==> src/rtl/sdram_arbit.sv <==
// SDRAM command arbiter: grants the shared command/address/data bus to refresh, write or read.
// Optional macro SDRAM_ARBIT_RR_EN: alternate write/read grants when both request at once.
module sdram_arbit #(
  parameter int         TIMEOUT_CYC = 1023,
  parameter logic [3:0] NOP_CMD     = 4'b0111
) (
  input  logic        sys_clk,
  input  logic        sys_rst,
  input  logic        init_end,
  input  logic [3:0]  init_cmd,
  input  logic [1:0]  init_ba,
  input  logic [12:0] init_addr,
  input  logic        aref_req,
  input  logic        aref_end,
  input  logic [3:0]  aref_cmd,
  input  logic [1:0]  aref_ba,
  input  logic [12:0] aref_addr,
  input  logic        wr_req,
  input  logic        wr_end,
  input  logic [3:0]  wr_cmd,
  input  logic [1:0]  wr_ba,
  input  logic [12:0] wr_addr,
  input  logic        wr_sdram_en,
  input  logic [15:0] wr_sdram_data,
  input  logic        rd_req,
  input  logic        rd_end,
  input  logic [3:0]  rd_cmd,
  input  logic [1:0]  rd_ba,
  input  logic [12:0] rd_addr,
  output logic        aref_en,
  output logic        wr_en,
  output logic        rd_en,
  output logic        sdram_cke,
  output logic        sdram_cs_n,
  output logic        sdram_ras_n,
  output logic        sdram_cas_n,
  output logic        sdram_we_n,
  output logic [1:0]  sdram_ba,
  output logic [12:0] sdram_addr,
  output logic [15:0] dq_out,
  output logic        dq_oe,
  output logic        arb_err
);

  localparam logic [2:0] ST_INIT  = 3'd0;
  localparam logic [2:0] ST_ARBIT = 3'd1;
  localparam logic [2:0] ST_AREF  = 3'd2;
  localparam logic [2:0] ST_WRITE = 3'd3;
  localparam logic [2:0] ST_READ  = 3'd4;

  localparam logic [9:0] CNT_LAST = 10'(TIMEOUT_CYC - 1);

  logic [2:0] state_reg, state_next;
  logic [9:0] cnt_reg, cnt_next;
  logic       grant_act;
  logic       end_hit;
  logic       timeout_hit;
  logic [3:0] cmd_mux;

  assign grant_act = (state_reg == ST_AREF) || (state_reg == ST_WRITE) || (state_reg == ST_READ);

  // Only the granted source's end pulse counts; others are ignored.
  always_comb begin
    end_hit = 1'b0;
    case (state_reg)
      ST_AREF:  end_hit = aref_end;
      ST_WRITE: end_hit = wr_end;
      ST_READ:  end_hit = rd_end;
      default:  end_hit = 1'b0;
    endcase
  end

  assign timeout_hit = grant_act && (cnt_reg == CNT_LAST);

`ifdef SDRAM_ARBIT_RR_EN
  logic last_grant_reg, last_grant_next;

  always_comb begin
    last_grant_next = last_grant_reg;
    if (state_reg == ST_ARBIT) begin
      if (state_next == ST_WRITE) last_grant_next = 1'b0;
      else if (state_next == ST_READ) last_grant_next = 1'b1;
    end
  end

  always_ff @(posedge sys_clk) begin
    if (sys_rst) last_grant_reg <= 1'b1;
    else         last_grant_reg <= last_grant_next;
  end
`endif

  always_comb begin
    state_next = state_reg;
    case (state_reg)
      ST_INIT: begin
        if (init_end) state_next = ST_ARBIT;
      end
      ST_ARBIT: begin
        if (aref_req) begin
          state_next = ST_AREF;
`ifdef SDRAM_ARBIT_RR_EN
        end else if (wr_req && rd_req) begin
          state_next = last_grant_reg ? ST_WRITE : ST_READ;
`endif
        end else if (wr_req) begin
          state_next = ST_WRITE;
        end else if (rd_req) begin
          state_next = ST_READ;
        end
      end
      ST_AREF, ST_WRITE, ST_READ: begin
        if (end_hit || timeout_hit) state_next = ST_ARBIT;
      end
      default: state_next = ST_INIT;
    endcase
  end

  // Counts cycles spent in the current grant; restarts from zero on every new grant.
  assign cnt_next = (grant_act && (state_next == state_reg)) ? cnt_reg + 10'd1 : 10'd0;

  always_ff @(posedge sys_clk) begin
    if (sys_rst) begin
      state_reg <= ST_INIT;
      cnt_reg   <= 10'd0;
    end else begin
      state_reg <= state_next;
      cnt_reg   <= cnt_next;
    end
  end

  assign aref_en   = (state_reg == ST_AREF);
  assign wr_en     = (state_reg == ST_WRITE);
  assign rd_en     = (state_reg == ST_READ);
  assign sdram_cke = 1'b1;
  assign arb_err   = timeout_hit && !end_hit;

  always_comb begin
    cmd_mux    = NOP_CMD;
    sdram_ba   = 2'b11;
    sdram_addr = 13'h1fff;
    case (state_reg)
      ST_INIT: begin
        cmd_mux    = init_cmd;
        sdram_ba   = init_ba;
        sdram_addr = init_addr;
      end
      ST_AREF: begin
        cmd_mux    = aref_cmd;
        sdram_ba   = aref_ba;
        sdram_addr = aref_addr;
      end
      ST_WRITE: begin
        cmd_mux    = wr_cmd;
        sdram_ba   = wr_ba;
        sdram_addr = wr_addr;
      end
      ST_READ: begin
        cmd_mux    = rd_cmd;
        sdram_ba   = rd_ba;
        sdram_addr = rd_addr;
      end
      default: begin
        cmd_mux    = NOP_CMD;
        sdram_ba   = 2'b11;
        sdram_addr = 13'h1fff;
      end
    endcase
  end

  assign {sdram_cs_n, sdram_ras_n, sdram_cas_n, sdram_we_n} = cmd_mux;

  assign dq_oe  = wr_sdram_en && (state_reg == ST_WRITE);
  assign dq_out = dq_oe ? wr_sdram_data : 16'h0000;

endmodule

==> config.mk <==
export PLATFORM = sky130hd
export DESIGN_NAME = sdram_arbit
export DESIGN_NICKNAME = d
export VERILOG_FILES = /design/src/rtl/sdram_arbit.sv
export SDC_FILE = /design/constraint.sdc
export NUM_CORES = 1
export LEC_CHECK = 0
export ABC_CLOCK_PERIOD_IN_PS = 1600
export CORE_ASPECT_RATIO = 1.1
export CORE_MARGIN = 10
export CORE_UTILIZATION = 30
export DETAILED_ROUTE_END_ITERATION = 10
export PLACE_DENSITY = 0.82
export SETUP_SLACK_MARGIN = 0.3
export SYNTH_ARGS = -nofsm -noshare
export SYNTH_HDL_FRONTEND = slang
export SYNTH_SLANG_ARGS = --single-unit
==> constraint.sdc <==
create_clock -name sys_clk -period 1.6 [get_ports sys_clk]
set_clock_uncertainty 0.1 [all_clocks]
set_input_delay 0.24 -clock sys_clk [delete_from_list [all_inputs] [get_ports sys_clk]]
set_output_delay 0.24 -clock sys_clk [all_outputs]
set_load 0.005 [all_outputs]
==> metrics.md <==
| Metric | Value |
|---|---|
| Vias per inst | `between 5 and 6` |
| Clk slew on worst S/H paths | `60 ps` |
| CTS Root Buffer Type | `clkbuf_8` |
| Vias | `~2500` |
| Final worst slack | `-408 ps` |
| Share of layout cells above drive strength 1 | `between 50% and 60%` |
| Die width | `roughly 86 µm` |
| Setup_tns | `-13410 ps` |
| Top cells by area, synth | `dfxtp_1 (18%), mux2_1 (7.9%), o22ai_1 (7.9%)` |
| Mux contribution to synthesized area | `14.9%` |
| Post-Syn Nets | `about 300` |
| Post-layout util | `between 80 and 90%` |
| Port bufs | `about 140` |
| Number of clock sinks | `13` |
| Tcrit/Tclk final | `126%` |
| End of the worst hold path | `cnt_reg[0]$_SDFF_PP0_` |
| Worst EP arrival | `1670 ps` |
| FF-to-FF Start | `state_reg[2]$_SDFF_PP0_` |
| FP Rows | `26` |
| Wirelength per Cell | `25.3 µm` |
| Total of max-cap violations | `0` |
| Register area | `roughly 270 µm²` |
| Synth Flop Type | `dfxtp_1` |
| CTS tree | `yes` |
| Initial antenna violation count | `0` |
| H-tree depth | `1` |
| Placer congestion estimate | `around 0.86` |
| Hold Crit Class | `register to register` |
| Hpwl dp | `around 6000 µm` |
| All-Layer GR Usage | `19.3%` |
| FF-to-FF path depth | `8` |
| ANT cells | `0` |
| Simple-Gate Fraction of Synth Area | `approximately 30%` |
| Count leader, synth | `nor2_1` |
| Leakage | `between 1.5 and 2 nW` |
| R2R Path End | `state_reg[1]$_SDFF_PP0_` |
| Main combinational cell family by area after synthesis | `simple AND/OR/NAND/NOR gates` |
| Complex-gate fraction of the synthesized area | `between 20% and 30%` |
| Synth warnings | `0` |
| Fill cells | `~190` |
| Worst setup SP type | `register` |
| Peak supply drop | `roughly 0.59 mV` |
| #FFs+latches synth | `13` |
| Initial DRC count | `between 150 and 200` |
| Fmax | `between 400 and 500 MHz` |
| Beginning of the critical path | `state_reg[2]$_SDFF_PP0_` |
| Largest register FFs | `10` |
| Die Span Y | `92.3 µm` |
| Layout Cells excl Fill | `about 440` |
| Unrepaired setup endpoints after global routing | `true` |
| Num ports | `between 100 and 150` |
| Longest Clk Path Bufs | `2` |
| Worst Path Required | `1260 ps` |
| Synth cell count leaders | `nor2_1 (24), a21oi_1 (22), o22ai_1 (18)` |
| Pwr dens | `around 500 mW/mm²` |
| R2r setup slk | `-350 ps` |
| Dpl cells | `between 400 and 500` |
| Yosys top cell by area | `dfxtp_1` |
| Post-synthesis cell type count | `between 40 and 50` |
| Final setup fails | `53` |
| Critical path endpoint category | `output pin` |
| Total Nets Final | `just under 500` |
| Total grt overflow | `0` |
| Critical hold path startpoint | `cnt_reg[0]$_SDFF_PP0_` |
| Final Hold Viols | `0` |
| Post-Route WL | `11200 µm` |
| Post-Synth Adder-Cell Area | `1.76%` |
| Area share of the largest cell type after synthesis | `between 10% and 20%` |
| First-pass GRT wire length | `12500 µm` |
| Largest net degree at the start of global routing | `19` |
| Final Max Tran Viols | `0` |
| Place WS | `-421 ps` |
| Drc violations | `0` |
| Core area | `between 0.004 and 0.005 mm²` |
| Status | `finished, violations left` |
| Hold buffer count at CTS | `0` |
| Post-Synthesis Cells | `just under 200` |
| Xor and xnor area share after synthesis | `a little under 5%` |
| P&R area growth vs syn | `181%` |
| Routed Antenna Nets | `0` |
| Mean Syn Cell Area | `7.34 µm²` |
| Final min period | `about 2000 ps` |
| Total CTS buffers | `3` |
| Hold path cells | `2` |
| Violated checks | `setup timing` |
| Crit Path Category | `register to output pin` |
| Vias in the first global route | `roughly 2400` |
| Drt first pass iters | `4` |
| Critical path fanouts, max | `9` |
| Die ar. | `roughly 0.0079 mm²` |
| EDFF count, synth | `0` |
| Hold Slack | `between 400 and 500 ps` |
| Worst-Skew Late Latency | `about 250 ps` |
| Starting density of the core | `approximately 30%` |
| Sequential fraction of the synthesis area | `between 10% and 20%` |
| Async set-reset flop share out of synthesis | `0%` |
| Area used by multi-input combinational logic | `approximately 0.0015 mm²` |
| Mapped Area | `about 0.0014 mm²` |
## worst max-delay path, cell delays in order, from the launching register on
cell and delay [ps]:
dfxtp_4 370, buf_12 130, buf_16 140, buf_4 140, mux2_4 290, o22ai_2 130
a21oi_2 80, buf_2 140
## timing repair
action / CTS / global route
gates resized for setup: 216 / 105
gates cloned: 5 / 1
pin swaps: 32 / 11
buffers inserted: 13 / 13
endpoints found under the setup margin: 53 / 53
## power by group
part           switching, mW  total, mW  internal [mW]
Sequential            0.0147      0.351          0.336
Combinational          0.586       1.34          0.756
Clock                  0.130      0.307          0.176
## worst max-delay path by stage
stage | end | slack (ps) | cells past startpoint
3_3_place_gp | arb_err | -420 | 5
3_5_place_dp | arb_err | -420 | 5
5_1_grt | sdram_addr[9] | -460 | 7
6_report | sdram_addr[9] | -410 | 7
4_1_cts | arb_err | -340 | 6
2_1_floorplan | sdram_addr[4] | 160 | 5
## cells in the final DEF (no fill, tap or decap), types with 11 or more instances in the layout
| cell | netlist | routed |
|---|---|---|
| buf_6 | 2 | 37 |
| a21oi_2 | 0 | 11 |
| nor2_4 | 0 | 17 |
| buf_2 | 10 | 21 |
| buf_4 | 3 | 31 |
| o22ai_2 | 0 | 16 |
| a21oi_1 | 22 | 11 |
| clkdlybuf4s50_1 | 0 | 102 |
| mux2_4 | 0 | 17 |
| and3_4 | 0 | 14 |
## metal layers
layer	track usage (%)	vias to the layer above	wire length [µm]	part of all wire, %
met5	0	-	0	0
met4	6.87	0	692	6.2
met3	4.42	51	976	8.7
met2	35.9	186	5790	52
met1	20.5	1197	3730	33
li1	-	1090	-	-
## stage by stage
step	power, mW	cell area, µm²
2_1_floorplan	0.713	1510
3_3_place_gp	1.31	3130
3_5_place_dp	1.33	3130
4_1_cts	1.67	3420
5_1_grt	2.08	4000
6_report	2.00	4000
## kinds of logic (layout without fill, tap and decap cells)
logic type	after synthesis	after routing
fa+ha+maj	2	2
buf+inv	22	215
xor+xnor	8	8
other cells	1	1
compound gates	52	52
flops	13	13
simple gates	77	77
mux	19	19
## final cells by class
class,instances,area share (%)
sequential,13,6.75
timing repair inverter,3,0.657
tap,56,1.75
inverter,4,0.500
multi-input combinational,159,38.6
clock buffer,4,1.13
timing repair buffer,204,50.6
(Power assumes the default switching activity.)
